$ cat src/rtl/x_skew_buffer.sv
// Multi-lane X-edge staging buffer: per-lane register files filled by index, then
// streamed out with lane k delayed by k*SKEW enabled cycles. Consumed slots are zero-filled.
module x_skew_buffer #(
   parameter int DATA_W = 8,
   parameter int DEPTH  = 32,
   parameter int LANES  = 4,
   parameter int SKEW   = 1,
   localparam int IW = $clog2(DEPTH),
   localparam int LW = (LANES > 1) ? $clog2(LANES) : 1,
   localparam int CW = $clog2(DEPTH + (LANES - 1) * SKEW + 1)
) (
   input  logic                    clk,
   input  logic                    rst,
   input  logic                    en,
   input  logic                    write,
   input  logic [LW-1:0]           lane,
   input  logic [IW-1:0]           idx,
   input  logic [DATA_W-1:0]       din,
   input  logic                    start,
   input  logic [IW:0]             len,
   output logic [LANES*DATA_W-1:0] dout,
   output logic [LANES-1:0]        dvalid,
   output logic                    busy,
   output logic                    done
);

   typedef enum logic {S_IDLE, S_STREAM} state_t;

   state_t              state, state_nxt;
   logic [DATA_W-1:0]   mem [LANES][DEPTH];
   logic [IW:0]         len_lat;
   logic [IW:0]         len_min;
   logic [CW-1:0]       cnt;
   logic [CW:0]         last_c;
   logic                stream_end;
   logic [LANES-1:0]    active;

   assign len_min    = (len > (IW+1)'(DEPTH)) ? (IW+1)'(DEPTH) : len;
   // Only meaningful in STREAM, where len_lat is at least 1.
   assign last_c     = (CW+1)'(len_lat) + (CW+1)'((LANES - 1) * SKEW) - (CW+1)'(1);
   assign stream_end = (state == S_STREAM) && ({1'b0, cnt} == last_c);
   assign busy       = (state == S_STREAM);

   always_comb begin
      active = '0;
      for (int k = 0; k < LANES; k++) begin
         active[k] = (int'(cnt) >= k * SKEW) && (int'(cnt) < k * SKEW + int'(len_lat));
      end
   end

   always_ff @(posedge clk or posedge rst) begin
      if (rst) state <= S_IDLE;
      else     state <= state_nxt;
   end

   always_comb begin
      state_nxt = state;
      case (state)
         S_IDLE:   if (en && start && !write && (len_min != '0)) state_nxt = S_STREAM;
         S_STREAM: if (en && stream_end) state_nxt = S_IDLE;
         default:  state_nxt = S_IDLE;
      endcase
   end

   always_ff @(posedge clk or posedge rst) begin
      if (rst) begin
         for (int k = 0; k < LANES; k++)
            for (int i = 0; i < DEPTH; i++)
               mem[k][i] <= '0;
         dout    <= '0;
         dvalid  <= '0;
         done    <= 1'b0;
         cnt     <= '0;
         len_lat <= '0;
      end else if (en) begin
         if (state == S_IDLE) begin
            dout   <= '0;
            dvalid <= '0;
            done   <= 1'b0;
            if (write) begin
               if (int'(lane) < LANES) mem[lane][idx] <= din;
            end else if (start) begin
               len_lat <= len_min;
               cnt     <= '0;
               // A zero-length stream never enters STREAM; it just acknowledges.
               if (len_min == '0) done <= 1'b1;
            end
         end else begin
            for (int k = 0; k < LANES; k++) begin
               if (active[k]) begin
                  dout[k*DATA_W +: DATA_W] <= mem[k][0];
                  for (int i = 0; i < DEPTH - 1; i++) mem[k][i] <= mem[k][i+1];
                  mem[k][DEPTH-1] <= '0;
                  dvalid[k]       <= 1'b1;
               end else begin
                  dout[k*DATA_W +: DATA_W] <= '0;
                  dvalid[k]                <= 1'b0;
               end
            end
            cnt  <= cnt + CW'(1);
            done <= stream_end;
         end
      end
   end

endmodule

$ cat config.mk
export PLATFORM = sky130hd
export DESIGN_NAME = x_skew_buffer
export DESIGN_NICKNAME = d
export VERILOG_FILES = /design/src/rtl/x_skew_buffer.sv
export SDC_FILE = /design/constraint.sdc
export NUM_CORES = 2
export LEC_CHECK = 0
export CAP_MARGIN = 15
export CORE_ASPECT_RATIO = 2
export CORE_UTILIZATION = 25
export DETAILED_ROUTE_END_ITERATION = 16
export GPL_TIMING_DRIVEN = 0
export PLACE_DENSITY = 0.46
export SYNTH_ARGS = -nofsm -noshare
export SYNTH_HDL_FRONTEND = slang
export SYNTH_SLANG_ARGS = --single-unit
$ cat constraint.sdc
create_clock -name clk -period 48 [get_ports clk]
set_input_delay 4.8 -clock clk [delete_from_list [all_inputs] [get_ports clk]]
set_output_delay 4.8 -clock clk [all_outputs]
set_load 0.02 [all_outputs]
==> results_dict.tcl <==
set metrics [dict create \
    first_global_vias 39900 \
    synth-simple-area-share_pct 9.52 \
    violations "design-rule violations" \
    vias 37800 \
    cts_tree "built" \
    tightest_slew_ns 1.27 \
    reg2reg_depth 14 \
    p_per_area_nw_per_um2 74.0 \
    cts-root-buf "clkbuf_16" \
    fin_nets 5151 \
    dp_hpwl_um 134000 \
    status "finished, violations left" \
    finalCriticalPeriod_ns 8.87 \
    hold_path_depth 1 \
    power_mw 4.19 \
    io_buffers 58 \
    cts_hold_buf 0 \
    clk_path_buf_depth 3 \
    cts.sinks 1074 \
    drc 14 \
    dr.pass1.iters 11 \
    syn_to_final_growth_pct 15.6 \
    antenna_found_initial 14 \
    critPathBufInv 9 \
    stdcell_count 7732 \
    synthArstFlopShare_pct 100 \
    final_layout_size_suffix_gt1_share_pct 13.2 \
    nFillCells 20400 \
    die_area_um2 198000 \
    whs_endpoint "dout[18]" \
    wl_um 178000 \
    post_cts_buffers 0 \
    clk_latency_ns 0.73 \
    path_class "primary input to async pin" \
    min_from "mem[506]" \
    yosys.area.top_type_share_pct 54.8 \
    required_ns 48.79 \
    rsz0062_at_grt "no" \
    most-common-layout-cells "1074 x dfrtp_1, 843 x a21oi_1, 664 x nand2_1" \
    layout_commonest_cell "dfrtp_1" \
    start_util_pct 25.2 \
    maxSlewHeadroom_pct 15.4 \
    synth_top_family_by_area "compound AO/OA/AOI/OAI gates" \
    yosys.area.top_type "dfrtp_1" \
    arrival_ns 9.66 \
    r2r_start "len_lat[1]" \
    fmax_mhz 113 \
    cp-end-kind "async pin" \
    die_x_um 315 \
    synthesis.nets 4980 \
    cp-start-kind "primary input" \
    path_max_fanout 119 \
    synth_enable_flop_cells 0 \
    grt_max_degree 120 \
    ys_warn_count 0 \
    cts.repair.resized 0 \
    regToRegSetupSlack_ns 44.06 \
    cp_top_family "buffers and inverters" \
    grtUsageTotal_pct 17.9 \
    maxSlewViolCount 0 \
    grt_overflow 0 \
    cp_slowest_stage_delay_ns 0.54 \
    path_clk_slew_ns 0.07 \
    drt_iter0_markers 2245 \
    p_leak_nw 24.6 \
    dp.cells 7535 \
    grt_pass1_wl_um 265000 \
    hold_viol_final 0 \
    setup-violations-final 0 \
    hp-class "flop to flop" \
    synthCells 4924 \
    finalCritPeriodShare_pct 18.5 \
    ys_ff_latch 1074 \
    muxShareOfSynthArea_pct 5.68 \
    vdd_drop_max_mv 0.0321 \
    die_h_um 628 \
    htreeDepth 3 \
    rows 229 \
    core_area_um2 195000 \
    ant_nets 0 \
    synth_compound_area_share_pct 23.2 \
    viasPerCell 4.88 \
    max_cap_viol_count 0 \
    ys_types 76 \
    ys.flop_type "dfrtp_1" \
    gp_congestion 0.918 \
    yosysSeqAreaShare_pct 54.8 \
    synth_adder_area_share_pct 0.766 \
    ios 64 \
    numCtsBuffers 99 \
    path_cells "clkdlybuf4s50_1, inv_8, buf_16, buf_16, buf_16, buf_16, buf_16, buf_16, buf_16" \
    syn_area_per_cell_um2 9.96 \
    ys_top_cells_by_area "dfrtp_1 55%, a21oi_1 8.6%, o21ai_0 5.1%" \
    wl_per_cell_um 23.0 \
    reg2reg_to "mem[239]" \
    syn-cell-area_um2 49000 \
    crit_path_frequent_cell "buf_16" \
    crit_slowest_cell "buf_16" \
    skew_ns 0.0508 \
    synth_xor_area_share_pct 0.268 \
]
==> registers in the layout, indices dropped and copies added, names as in the netlist <==
signal / cells
len_lat: 6
done: 1
dvalid: 4
dout: 32
cnt: 6
mem: 1024
busy: 1
==> cell usage after synthesis, drive strengths merged, types with 16 or more instances <==
cell type,number
o31ai,16
clkbuf,193
nand3,24
a31oi,21
o21ai,591
ha,30
a22oi,57
nor2,285
mux2,31
inv,271
buf,173
a22o,33
nand2,665
dfrtp,1074
nor3,54
a21oi,859
o2bb2ai,17
o221a,168
mux2i,233
==> stage by stage <==
stage | utilization (%) | TNS [ns] | setup WS (ns) | hold WS (ns) | area [µm²]
CTS | 29.1 | 0 | 38.87 | 0.478 | 56600
finish | 29.1 | 0 | 39.13 | 0.476 | 56700
detailed placement | 27.3 | 0 | 38.09 | 0.470 | 53100
global route | 29.1 | 0 | 38.36 | 0.496 | 56600
floorplan | - | 0 | 12.97 | 0.449 | 49000
global placement | 27.1 | -1570.50 | -1.94 | 0.461 | 52800
==> cells by family after synthesis <==
group | Yosys count
compound gates | 1809
xor+xnor | 15
fa+ha+maj | 30
buf+inv | 638
flops | 1074
mux | 264
simple gates | 1094
==> how the worst max path moves through the flow <==
| stage | startpoint | to | slack, ns | depth (start not counted) |
|---|---|---|---|---|
| after floorplan | rst | busy | 12.97 | 1 |
| after global placement | rst | mem[724] | -1.94 | 2 |
| after detailed placement | rst | mem[376] | 38.09 | 9 |
| after CTS | rst | mem[929] | 38.87 | 9 |
| after global routing | rst | mem[937] | 38.36 | 9 |
| final | rst | mem[374] | 39.13 | 9 |
==> final cells by class <==
type	instances	area [µm²]	area share [%]
multi-input combinational	3212	19400	34.2
clock buffer	143	2900	5.12
clock inverter	41	613	1.08
antenna	13	32.5	0.0574
buffer	366	1780	3.13
timing repair buffer	70	891	1.57
tap	2541	3180	5.61
inverter	272	1030	1.82
sequential	1074	26900	47.4
==> where the power goes <==
part	switching (mW)	internal (mW)	total, mW
sequential	0.244	1.29	1.53
combinational	1.11	0.667	1.78
clock	0.390	0.493	0.883
total	1.74	2.45	4.19
==> layer usage <==
| metal | vias up | track usage [%] | routed length, µm |
|---|---|---|---|
| met5 | - | 0 | 62 |
| li1 | 17500 | - | - |
| met4 | 10 | 12.7 | 13600 |
| met1 | 19000 | 17.4 | 60000 |
| met2 | 818 | 34.0 | 98000 |
| met3 | 392 | 2.53 | 6460 |
No activity file was read; power rests on OpenSTA's default activity.
